**config.mk**
```make
export PLATFORM = sky130hd
export DESIGN_NAME = shift_reg_univ
export DESIGN_NICKNAME = d
export VERILOG_FILES = /design/src/rtl/shift_pkg.sv /design/src/rtl/shift_cnt.sv /design/src/rtl/shift_reg_univ.sv
export SDC_FILE = /design/constraint.sdc
export NUM_CORES = 1
export LEC_CHECK = 0
export BUFFER_PORTS_ARGS = -buffer_cell sky130_fd_sc_hd__buf_2
export CORE_MARGIN = 1.5
export CORE_UTILIZATION = 30
export CTS_CLUSTER_SIZE = 28
export DETAILED_ROUTE_END_ITERATION = 7
export PLACE_DENSITY = 0.56
export SYNTH_ARGS = -nofsm -noshare
export SYNTH_HDL_FRONTEND = slang
export SYNTH_SLANG_ARGS = --single-unit
```
**constraint.sdc**
```tcl
create_clock -name iCLK -period 1.3 [get_ports iCLK]
set_input_delay 0.065 -clock iCLK [delete_from_list [all_inputs] [get_ports iCLK]]
set_output_delay 0.065 -clock iCLK [all_outputs]
set_load 0.01 [all_outputs]
```
**src/rtl/shift_pkg.sv**
```systemverilog
// shift_pkg -- shared definitions for the universal shift register.
//
// Contents:
//   mode_e       : operation select encoding (hold / shift right /
//                  shift left / parallel load)
//   satInc()     : saturating increment helper used by the shift counter
//
// Optional feature macro used elsewhere in this slice: SHIFT_REG_ROTATE_EN
package shift_pkg;

  typedef enum logic [1:0] {
    MODE_HOLD = 2'b00,
    MODE_SHR  = 2'b01,
    MODE_SHL  = 2'b10,
    MODE_LOAD = 2'b11
  } mode_e;

  // Saturating +1. The value stays at limit once it has reached it.
  function automatic logic [31:0] satInc(input logic [31:0] value,
                                         input logic [31:0] limit);
    return (value >= limit) ? limit : value + 32'd1;
  endfunction

endpackage

```
**src/rtl/shift_cnt.sv**
```systemverilog
// shift_cnt -- saturating shift counter.
//
// Counts up by one on every cycle with inc_i high and stops at MAX.
// clear_i takes priority over inc_i; reset is synchronous, active-low.
//
// Ports:
//   clk_i    : clock, rising edge
//   rst_ni   : synchronous active-low reset
//   clear_i  : return the count to zero
//   inc_i    : count one shift
//   count_o  : current count, saturates at MAX
module shift_cnt
  import shift_pkg::*;
#(
  parameter int CNT_W = 3,
  parameter int MAX   = 7
) (
  input  logic             clk_i,
  input  logic             rst_ni,
  input  logic             clear_i,
  input  logic             inc_i,
  output logic [CNT_W-1:0] count_o
);

  logic [CNT_W-1:0] count_q;
  logic [CNT_W-1:0] count_d;

  // Next count: clear wins, otherwise a saturating increment when asked.
  always_comb begin
    count_d = count_q;
    if (clear_i) begin
      count_d = '0;
    end else if (inc_i) begin
      count_d = CNT_W'(satInc(32'(count_q), 32'(MAX)));
    end
  end

  // Count register with synchronous active-low reset.
  always_ff @(posedge clk_i) begin
    if (!rst_ni) begin
      count_q <= '0;
    end else begin
      count_q <= count_d;
    end
  end

  assign count_o = count_q;

endmodule

```
**src/rtl/shift_reg_univ.sv**
```systemverilog
// shift_reg_univ -- universal shift register with shift counter.
//
// Operations (only while iENABLE is high): hold, shift right (iSR enters
// the MSB), shift left (iSL enters the LSB), parallel load from iPR.
// Each shift bumps a counter that saturates at WIDTH; a load clears it.
// All outputs come straight from registered state.
//
// Ports:
//   iCLK     : clock, rising edge
//   iRST_n   : synchronous active-low reset (clears register and count)
//   iENABLE  : global enable, low holds everything
//   iMODE    : 00 hold, 01 shift right, 10 shift left, 11 load
//   iSR/iSL  : serial inputs for right / left shifts
//   iPR      : parallel load data
//   iROT     : (only with SHIFT_REG_ROTATE_EN) rotate instead of shift
//   oPR      : register contents
//   oSR/oSL  : LSB / MSB of the register
//   oCNT     : shifts since last load or reset, saturating at WIDTH
//   oDONE    : high while oCNT == WIDTH
//
// Optional feature macro: SHIFT_REG_ROTATE_EN
module shift_reg_univ
  import shift_pkg::*;
#(
  parameter int WIDTH = 7,
  parameter int CNT_W = $clog2(WIDTH + 1)
) (
  input  logic             iCLK,
  input  logic             iRST_n,
  input  logic             iENABLE,
  input  logic [1:0]       iMODE,
  input  logic             iSR,
  input  logic             iSL,
`ifdef SHIFT_REG_ROTATE_EN
  input  logic             iROT,
`endif
  input  logic [WIDTH-1:0] iPR,
  output logic [WIDTH-1:0] oPR,
  output logic             oSR,
  output logic             oSL,
  output logic [CNT_W-1:0] oCNT,
  output logic             oDONE
);

  logic [WIDTH-1:0] reg_q;
  logic [WIDTH-1:0] reg_d;
  logic             rightIn;
  logic             leftIn;
  logic             doShift;
  logic             doLoad;
  mode_e            mode;

  assign mode = mode_e'(iMODE);

  // Bits entering the register on a shift. With rotation enabled the bit
  // falling off the opposite end is recycled instead of the serial input.
`ifdef SHIFT_REG_ROTATE_EN
  assign rightIn = iROT ? reg_q[0]       : iSR;
  assign leftIn  = iROT ? reg_q[WIDTH-1] : iSL;
`else
  assign rightIn = iSR;
  assign leftIn  = iSL;
`endif

  // Next register value and the counter strobes for this cycle.
  always_comb begin
    reg_d   = reg_q;
    doShift = 1'b0;
    doLoad  = 1'b0;
    if (iENABLE) begin
      case (mode)
        MODE_SHR: begin
          reg_d   = {rightIn, reg_q[WIDTH-1:1]};
          doShift = 1'b1;
        end
        MODE_SHL: begin
          reg_d   = {reg_q[WIDTH-2:0], leftIn};
          doShift = 1'b1;
        end
        MODE_LOAD: begin
          reg_d  = iPR;
          doLoad = 1'b1;
        end
        default: begin
          reg_d = reg_q;
        end
      endcase
    end
  end

  // Data register; reset overrides enable and mode.
  always_ff @(posedge iCLK) begin
    if (!iRST_n) begin
      reg_q <= '0;
    end else begin
      reg_q <= reg_d;
    end
  end

  shift_cnt #(
    .CNT_W (CNT_W),
    .MAX   (WIDTH)
  ) uCnt (
    .clk_i   (iCLK),
    .rst_ni  (iRST_n),
    .clear_i (doLoad),
    .inc_i   (doShift),
    .count_o (oCNT)
  );

  assign oPR   = reg_q;
  assign oSR   = reg_q[0];
  assign oSL   = reg_q[WIDTH-1];
  assign oDONE = (oCNT == CNT_W'(WIDTH));

endmodule

```
==> out/metrics.csv, run 1 <==
metric;value;unit
coreArea;1710;um2
cts_tree;yes;
grt_start_max_net_pins;15;
floorplan.die.height;45.5;um
syn_nets;80;
p_seq_frac;0.465;
dp_hpwl;1030;um
worstSetupStartpoint;uCnt.count_o[0]$_SDFFE_PP0P_;
worst_slack;17.0;ps
synthesis.area_per_instance;8.88;um2
cts.repair_timing.setup_buffer_count;0;
initialDrtViolationCount;10;
ioPinCount;27;
cts.path.max_buffers;2;
share_of_the_yosys_chip_area_belonging_to_registers;0.370;
first_global_vias;487;
nets;111;
arrival;1430;ps
comb_power_share;0.236;
setup_viol;0;
ys_seq_elements;10;
crit_path_start_kind;register;
n_antenna_cell;0;
die_area;2070;um2
routed_wl;1300;um
pin_slew_with_the_least_headroom_to_its_limit;285;ps
share_of_total_power_consumed_by_net_switching;0.294;
cts_hold_buf;0;
p_switching;225;uW
number_of_synthesis_warnings;0;
leading_cell_type_in_the_layout_fill_and_taps_excluded;sky130_fd_sc_hd__buf_2;
cts.sink_count;10;
multi_input_area;328;um2
dp_worst_setup_slack;25.6;ps
required;1450;ps
worst_skew_pair.late_latency;260;ps
p_total;765;uW
num-fill-cells;184;
irDropWorstVdd;0.000559;V
cts_inserted_buffers;3;
timing_hold_violations_final;0;
rsz0062_at_grt;true;
place_congestion;0.730;
internal_power;540;uW
kind_of_capture_point_of_the_worst_setup_path;register;
via_count;578;
place.port_buffers;26;
regToRegStartpoint;uCnt.count_o[0]$_SDFFE_PP0P_;
max_clock_freq;779;MHz
most_frequent_cells_in_the_layout;26 x sky130_fd_sc_hd__buf_2, 8 x sky130_fd_sc_hd__nand2_1, 8 x sky130_fd_sc_hd__dfxtp_1;
grt_usage;0.146;
via_per_inst;4.98;
starting_density;0.317;
timing.critical_path.fanout_max;3;
hp-start;iSR;
route.detailed.wl_per_inst;11.2;um
detail-route-antenna-nets;0;
drcViolationCount;0;
minimum_clock_period_after_layout;1280;ps
cts.clk_slew.worst_paths;70;ps
drt_pass1_iterations;4;
chipWidth;45.5;um
cells_resized_by_post_cts_repair;0;
cts_max_level;1;
antenna_violations_before_repair;0;
post_synth_inst_count;61;
critPathKind;register to register;
final.period_utilization;0.987;
syn_to_final_growth;43.6;%
overflow;0;
clock-skew-final;6.84;ps
drive_above_1_share;0.429;
clock_power_share;0.299;
slew_viol_final;0;
rows;15;
max_cap_violations;0;
power.leakage;0.000358;uW
synth.distinct_cells;19;
clock_tree.root_cell;sky130_fd_sc_hd__clkbuf_4;
holdCritPathClass;input pin to register;
pwr_density_cell;983;nW/um2
run_status;complete, no violations;
max-slew-margin-rel;0.810;
synthesis.area;542;um2
grt_pass1_wl;2210;um
layout.area.seq;205;um2
-- state kept, by name (all words and copies together), names as in the netlist --
register	cells
oPR	7
uCnt.count_o	3
-- worst max-delay path, cell delays in order, from the launching register on --
cell                      delay, ps
sky130_fd_sc_hd__dfxtp_4        350
sky130_fd_sc_hd__ha_4           160
sky130_fd_sc_hd__ha_4           150
sky130_fd_sc_hd__a311o_1        280
sky130_fd_sc_hd__o221a_1        230
-- area by class of cell --
class,count,share of cell area
flip-flops and latches,10,0.264
well taps,25,0.0402
inverters,2,0.00965
repair buffers,31,0.232
multi-input cells,44,0.421
clock buffers,4,0.0338
-- cell usage after synthesis, drive strengths merged --
cell type / n / area (um2)
a21boi: 1 / 7.51
a21oi: 1 / 5.00
a22oi: 7 / 52.6
a311o: 1 / 10.0
a311oi: 1 / 8.76
a31oi: 7 / 43.8
and2: 1 / 6.26
and2b: 1 / 7.51
buf: 4 / 27.5
clkbuf: 1 / 3.75
dfxtp: 10 / 200
ha: 5 / 62.6
inv: 2 / 7.51
nand2: 8 / 30.0
nor2: 1 / 6.26
o21ai: 8 / 40.0
o221a: 2 / 22.5
-- power by group through the flow --
stage	combinational (uW)	sequential, uW	clock [uW]
floorplan	87.0	375	0
global placement	182	363	0
detailed placement	182	363	0
CTS	183	356	241
global route	203	361	251
finish	180	356	229
-- path summary, 6_finish.rpt --
| path | cells after the start | slack, ps | endpoint |
|---|---|---|---|
| min | 3 | 60 | oPR[6]$_SDFFE_PN0P_ |
| min reg2reg | 2 | 500 | oPR[2]$_SDFFE_PN0P_ |
| max | 4 | 20 | uCnt.count_o[1]$_SDFFE_PP0P_ |
| max reg2reg | 4 | 20 | uCnt.count_o[1]$_SDFFE_PP0P_ |
-- metrics by stage --
step / util / std cells / hold WS [ps] / setup TNS [ps] / cell area, um2
floorplan: - / 61 / 203 / 0 / 572
global placement: 0.440 / 112 / 334 / 0 / 752
detailed placement: 0.440 / 112 / 343 / 0 / 752
CTS: 0.456 / 116 / 56.1 / 0 / 778
global route: 0.456 / 116 / 66.9 / -19.5 / 778
finish: 0.456 / 116 / 61.6 / 0 / 778
-- per-layer routing --
layer,GRT usage,part of all wire
met4,0.0706,0.010
met1,0.189,0.46
met3,0.0357,0.049
met2,0.225,0.48
met5,0,0
-- kinds of logic after synthesis --
family,synth area share
AO/OA/AOI/OAI,0.351
AND/OR/NAND/NOR,0.0924
flip-flops,0.370
buffers and inverters,0.0716
adder cells (fa/ha/maj),0.115
Note: power is estimated with default switching activity, not from simulation.
==> run 2: changes to the inputs <==
--- a/config.mk
+++ b/config.mk
@@ -10,6 +10,7 @@
 export CORE_UTILIZATION = 30
 export CTS_CLUSTER_SIZE = 28
 export DETAILED_ROUTE_END_ITERATION = 7
+export HOLD_SLACK_MARGIN = 0.08
 export PLACE_DENSITY = 0.56
 export SYNTH_ARGS = -nofsm -noshare
 export SYNTH_HDL_FRONTEND = slang
==> run 2 against run 1 <==
- sequential power hardly changed
- fmax decreased by 0.11%
- routed wire length increased by 0.69%
- non-clock buffer count grew 1
- utilization up 0.59 points
- global-route usage is the same
- combinational power about the same
- critical path type unchanged
- highest routed layer unchanged
==> out/metrics.csv, run 2 (same netlist as run 1, synthesis figures left out) <==
metric;value;unit;change
route.detailed.wl_per_inst;11.2;um;about the same
nets;112;;was 111
most_frequent_cells_in_the_layout;26 x sky130_fd_sc_hd__buf_2, 8 x sky130_fd_sc_hd__nand2_1, 8 x sky130_fd_sc_hd__dfxtp_1;;unchanged
critPathKind;register to register;;unchanged
starting_density;0.317;;unchanged
routed_wl;1310;um;was 1300 um
holdCritPathClass;input pin to register;;unchanged
regToRegStartpoint;uCnt.count_o[0]$_SDFFE_PP0P_;;unchanged
arrival;1430;ps;about the same
drive_above_1_share;0.424;;was 0.429
grt_start_max_net_pins;15;;unchanged
clock_tree.root_cell;sky130_fd_sc_hd__clkbuf_4;;unchanged
cts.sink_count;10;;unchanged
cpPeakStageDelay;350;ps;about the same
syn_to_final_growth;45.5;%;was 43.6%
cts_inserted_buffers;3;;unchanged
ioPinCount;27;;unchanged
cts_tree;yes;;unchanged
largest_register_ff_count;7;;unchanged
first_global_vias;487;;unchanged
die_area;2070;um2;unchanged
drt_pass1_iterations;4;;unchanged
holdPathEnd;oPR[2]$_SDFFE_PN0P_;;was oPR[6]$_SDFFE_PN0P_
rows;15;;unchanged
power.leakage;0.000362;uW;was 0.000358 uW
max-slew-margin-rel;0.806;;was 0.810
place.port_buffers;26;;unchanged
pwr_density_cell;975;nW/um2;was 983 nW/um2
cts.path.max_buffers;2;;unchanged
coreArea;1710;um2;unchanged
cts_max_level;1;;unchanged
worst_r2r_endpoint;uCnt.count_o[1]$_SDFFE_PP0P_;;unchanged
reg2reg_setup_slack;20;ps;about the same
grt_pass1_wl;2210;um;unchanged
crit_path_cell_trace;ha_4, ha_4, a311o_1, o221a_1;;unchanged
p_switching;227;uW;was 225 uW
floorplan.die.height;45.5;um;unchanged
pin_slew_with_the_least_headroom_to_its_limit;291;ps;was 285 ps
dp_hpwl;1030;um;unchanged
crit_path_start_kind;register;;unchanged
grt_usage;0.146;;unchanged
irDropWorstVdd;0.000563;V;was 0.000559 V
max_cap_violations;0;;unchanged
timing.critical_path.fanout_max;3;;unchanged
num-fill-cells;182;;was 184
worst_skew_pair.late_latency;260;ps;about the same
initialDrtViolationCount;10;;unchanged
clock-skew-final;7.66;ps;was 6.84 ps
worst-r2r-cell-count;4;;unchanged
slew_viol_final;0;;unchanged
n_antenna_cell;0;;unchanged
detail-route-antenna-nets;0;;unchanged
comb_power_share;0.238;;was 0.236
placed_cells_incl_taps;112;;unchanged
chipWidth;45.5;um;unchanged
hold_depth;3;;unchanged
kind_of_capture_point_of_the_worst_setup_path;register;;unchanged
place_congestion;0.730;;unchanged
post-route-util;0.462;;was 0.456
drcViolationCount;0;;unchanged
overflow;0;;unchanged
worst_slack;15.6;ps;was 17.0 ps
max_clock_freq;779;MHz;about the same
hp-start;iRST_n;;was iSR
via_count;574;;was 578
final.period_utilization;0.988;;was 0.987
run_status;complete, no violations;;unchanged
antenna_violations_before_repair;0;;unchanged
leading_cell_type_in_the_layout_fill_and_taps_excluded;sky130_fd_sc_hd__buf_2;;unchanged
dp_worst_setup_slack;25.6;ps;unchanged
layoutNonFillerInstCount;117;;was 116
cts.clk_slew.worst_paths;80;ps;was 70 ps
path_common_cell;sky130_fd_sc_hd__ha_4;;unchanged
p_seq_frac;0.463;;was 0.465
timing_hold_violations_final;0;;unchanged
tns;0;ps;unchanged
internal_power;542;uW;was 540 uW
cells_resized_by_post_cts_repair;0;;unchanged
minimum_clock_period_after_layout;1280;ps;about the same
via_per_inst;4.91;;was 4.98
share_of_total_power_consumed_by_net_switching;0.295;;was 0.294
required;1450;ps;about the same
rsz0062_at_grt;true;;unchanged
cell_with_the_largest_stage_delay_on_the_worst_path;sky130_fd_sc_hd__dfxtp_4;;unchanged
setup_viol;0;;unchanged
clock_power_share;0.300;;was 0.299
-- run 2: changes by cell type in the layout (fill, tap and decap cells not counted), sizes merged --
| cell | change |
|---|---|
| dlygate4sd3 | +1 |
-- run 2: power by group through the flow --
stage | clock network (uW) | logic, uW | registers [uW]
floorplan | 0 | 87.0 | 375
global placement | 0 | 182 | 363
detailed placement | 0 | 182 | 363
finish | 230 | 183 | 356
global route | 251 | 205 | 361
CTS | 241 | 185 | 356
-- run 2: per-layer routing --
metal / GRT usage / vias up / wire length [um]
li1: - / 290 / -
met1: 0.189 / 268 / 617
met2: 0.225 / 14 / 614
met3: 0.0357 / 2 / 61
met4: 0.0706 / 0 / 13
met5: 0 / - / 0
-- run 2: final cells by class --
type	count	area, um2	share of cell area
Multi-Input combinational cell	44	328	0.416
Sequential cell	10	205	0.260
Clock buffer	4	26.3	0.0333
Timing Repair Buffer	32	190	0.241
Tap cell	25	31.3	0.0397
Inverter	2	7.51	0.00952
-- run 2: worst max-delay path, delay by kind of cell (launching register included) --
family / cells / cell delay, ps
adders and majority gates: 2 / 310
DFF: 1 / 350
AOI/OAI and AO/OA: 2 / 510
-- run 2: how the worst max path moves through the flow --
stage	to	slack, ps	cells past startpoint	startpoint
after floorplan	uCnt.count_o[1]$_SDFFE_PP0P_	10	4	uCnt.count_o[0]$_SDFFE_PP0P_
after global placement	uCnt.count_o[1]$_SDFFE_PP0P_	50	4	uCnt.count_o[0]$_SDFFE_PP0P_
after detailed placement	uCnt.count_o[1]$_SDFFE_PP0P_	30	4	uCnt.count_o[0]$_SDFFE_PP0P_
after CTS	uCnt.count_o[1]$_SDFFE_PP0P_	8	4	uCnt.count_o[0]$_SDFFE_PP0P_
after global routing	uCnt.count_o[2]$_SDFFE_PP0P_	-10	4	uCnt.count_o[0]$_SDFFE_PP0P_
final	uCnt.count_o[1]$_SDFFE_PP0P_	20	4	uCnt.count_o[0]$_SDFFE_PP0P_
-- run 2: through the flow --
step	area (um2)	hold slack [ps]	total power, uW
floorplan	572	203	462
global route	788	110	818
detailed placement	752	343	546
CTS	788	91.3	782
finish	788	101	769
global placement	752	334	544
-- run 2: repair_timing --
item,CTS,global route
hold endpoints to repair,1,0
buffers inserted,0,0
setup endpoints to repair,0,2
hold buffers,1,0
==> run 3: changes to the inputs <==
--- a/config.mk
+++ b/config.mk
@@ -8,10 +8,12 @@
 export BUFFER_PORTS_ARGS = -buffer_cell sky130_fd_sc_hd__buf_2
 export CORE_MARGIN = 1.5
 export CORE_UTILIZATION = 30
+export CTS_CLUSTER_DIAMETER = 80
 export CTS_CLUSTER_SIZE = 28
 export DETAILED_ROUTE_END_ITERATION = 7
 export HOLD_SLACK_MARGIN = 0.08
-export PLACE_DENSITY = 0.56
+export PLACE_DENSITY = 0.54
+export RECOVER_POWER = 25
 export SYNTH_ARGS = -nofsm -noshare
 export SYNTH_HDL_FRONTEND = slang
 export SYNTH_SLANG_ARGS = --single-unit
==> constraint.sdc (replaced) <==
create_clock -name iCLK -period 1.35 [get_ports iCLK]
set_input_delay 0.0675 -clock iCLK [delete_from_list [all_inputs] [get_ports iCLK]]
set_output_delay 0.0675 -clock iCLK [all_outputs]
set_load 0.01 [all_outputs]
==> run 3 against run 2 <==
- clock power is 19% higher
- via count is 3.1% higher
- power is 1.6% higher
- routed wire length is 1.5% higher
- setup slack better by 7.7 ps
- fmax is 3.2% lower
- first-iteration DRC count is 100% higher
- hold slack better by 10 ps
- utilization is 1.0 points lower
- largest power group unchanged
==> out/metrics.csv, run 3 (same netlist as run 1, synthesis figures left out) <==
metric;value;unit;change
leading_cell_type_in_the_layout_fill_and_taps_excluded;sky130_fd_sc_hd__buf_2;;unchanged
max-slew-margin-rel;0.729;;was 0.806
timing_hold_violations_final;0;;unchanged
layoutNonFillerInstCount;115;;was 117
floorplan.die.height;45.5;um;unchanged
routed_wl;1330;um;was 1310 um
overflow;0;;unchanged
initialDrtViolationCount;20;;was 10
crit_buf_inv;0;;unchanged
drcViolationCount;0;;unchanged
multi_input_area;328;um2;unchanged
via_per_inst;5.15;;was 4.91
holdCritPathClass;input pin to register;;unchanged
cts_inserted_buffers;3;;unchanged
internal_power;561;uW;was 542 uW
clock_tree.root_cell;sky130_fd_sc_hd__clkbuf_4;;unchanged
pwr_density_cell;1010;nW/um2;was 975 nW/um2
irDropWorstVdd;0.000391;V;was 0.000563 V
grt_usage;0.149;;was 0.146
tns;0;ps;unchanged
cts.path.max_buffers;2;;unchanged
reg2reg_setup_slack;20;ps;about the same
cell_with_the_largest_stage_delay_on_the_worst_path;sky130_fd_sc_hd__dfxtp_4;;unchanged
place.port_buffers;26;;unchanged
drive_above_1_share;0.422;;was 0.424
p_switching;220;uW;was 227 uW
worst_skew_pair.late_latency;260;ps;about the same
finalInstanceArea;771;um2;was 788 um2
place_congestion;0.733;;was 0.730
placed_cells_incl_taps;110;;was 112
cts.clk_slew.worst_paths;70;ps;was 80 ps
run_status;complete, no violations;;unchanged
detail-route-antenna-nets;0;;unchanged
final.period_utilization;0.983;;was 0.988
grt_pass1_wl;2110;um;was 2210 um
largest_register_ff_count;7;;unchanged
drt_pass1_iterations;4;;unchanged
dp_worst_setup_slack;25.0;ps;was 25.6 ps
instance_area_after_placement;699;um2;was 752 um2
critPathKind;register to register;;unchanged
rows;15;;unchanged
cpPeakStageDelay;360;ps;was 350 ps
num-fill-cells;169;;was 182
clock-skew-final;0.255;ps;was 7.66 ps
rsz0062_at_grt;true;;unchanged
max_clock_freq;754;MHz;was 779 MHz
arrival;1490;ps;was 1430 ps
ioPinCount;27;;unchanged
dp_hpwl;961;um;was 1030 um
setup_viol;0;;unchanged
pin_slew_with_the_least_headroom_to_its_limit;407;ps;was 291 ps
timing.critical_path.fanout_max;5;;was 3
crit_path_start_kind;register;;unchanged
critPathTopFamily;compound AO/OA/AOI/OAI gates;;unchanged
coreArea;1710;um2;unchanged
cts_max_level;1;;unchanged
die_area;2070;um2;unchanged
clock_power_share;0.351;;was 0.300
slew_viol_final;0;;unchanged
crit_path_cell_trace;ha_4, ha_4, a311o_1, o221a_1;;unchanged
max_cap_violations;0;;unchanged
cts_tree;yes;;unchanged
cts.sink_count;10;;unchanged
route.detailed.wl_per_inst;11.5;um;was 11.2 um
most_frequent_cells_in_the_layout;26 x sky130_fd_sc_hd__buf_2, 8 x sky130_fd_sc_hd__nand2_1, 8 x sky130_fd_sc_hd__dfxtp_1;;unchanged
chipWidth;45.5;um;unchanged
layout.area.seq;205;um2;unchanged
worst_slack;23.3;ps;was 15.6 ps
p_seq_frac;0.442;;was 0.463
power.leakage;0.000355;uW;was 0.000362 uW
kind_of_capture_point_of_the_worst_setup_path;register;;unchanged
grt_start_max_net_pins;15;;unchanged
antenna_violations_before_repair;0;;unchanged
path_common_cell;sky130_fd_sc_hd__ha_4;;unchanged
first_global_vias;502;;was 487
via_count;592;;was 574
nets;110;;was 112
comb_power_share;0.207;;was 0.238
syn_to_final_growth;42.3;%;was 45.5%
share_of_total_power_consumed_by_net_switching;0.282;;was 0.295
n_antenna_cell;0;;unchanged
required;1510;ps;was 1450 ps
minimum_clock_period_after_layout;1330;ps;was 1280 ps
starting_density;0.317;;unchanged
-- run 3: cell types whose count changed in the layout (fill, tap and decap cells not counted) --
cell,before,now
sky130_fd_sc_hd__clkbuf_8,0,1
sky130_fd_sc_hd__clkbuf_1,1,0
sky130_fd_sc_hd__buf_12,1,0
sky130_fd_sc_hd__buf_4,4,3
-- run 3: repair_timing --
action / 4_1_cts / 5_1_grt
hold buffers: 1 / 0
setup buffers: 0 / 0
hold endpoints to repair: 1 / 0
endpoints found under the setup margin: 0 / 2
resized for setup: 0 / 4
-- run 3: final timing paths --
| path | startpoint | endpoint | depth (start not counted) |
|---|---|---|---|
| worst max-delay path | uCnt.count_o[1]$_SDFFE_PP0P_ | uCnt.count_o[2]$_SDFFE_PP0P_ | 4 |
| worst min-delay path | iRST_n | oPR[1]$_SDFFE_PN0P_ | 3 |
| worst max register to register | uCnt.count_o[1]$_SDFFE_PP0P_ | uCnt.count_o[2]$_SDFFE_PP0P_ | 4 |
| worst min register to register | oPR[5]$_SDFFE_PN0P_ | oPR[4]$_SDFFE_PN0P_ | 2 |
-- run 3: per-layer routing --
metal / track usage / wire, um
met4: 0.129 / 59
met2: 0.189 / 535
met1: 0.201 / 617
met5: 0 / 0
met3: 0.0397 / 115
-- run 3: layout make-up --
cell class,count,share of cell area
tap,25,0.0406
clock buffer,4,0.0471
multi-input combinational,44,0.425
timing repair buffer,30,0.211
inverter,2,0.00974
sequential,10,0.266
-- run 3: per-stage QoR --
| stage | hold slack [ps] | utilization | total power [uW] |
|---|---|---|---|
| after floorplan | 206 | - | 440 |
| after global routing | 119 | 0.451 | 845 |
| final | 111 | 0.451 | 781 |
| after detailed placement | 341 | 0.410 | 506 |
| after global placement | 334 | 0.410 | 506 |
| after CTS | 104 | 0.437 | 786 |
-- run 3: worst register-to-register path: stages, from the launching register on --
cell                      delay [ps]
sky130_fd_sc_hd__dfxtp_4         360
sky130_fd_sc_hd__ha_4            160
sky130_fd_sc_hd__ha_4            150
sky130_fd_sc_hd__a311o_1         330
sky130_fd_sc_hd__o221a_1         210
-- run 3: power by group through the flow --
stage / logic [uW] / registers [uW] / clock network [uW]
after floorplan: 81.6 / 359 / 0
after global placement: 157 / 349 / 0
after detailed placement: 157 / 349 / 0
after CTS: 161 / 342 / 284
after global routing: 185 / 349 / 310
final: 162 / 345 / 274
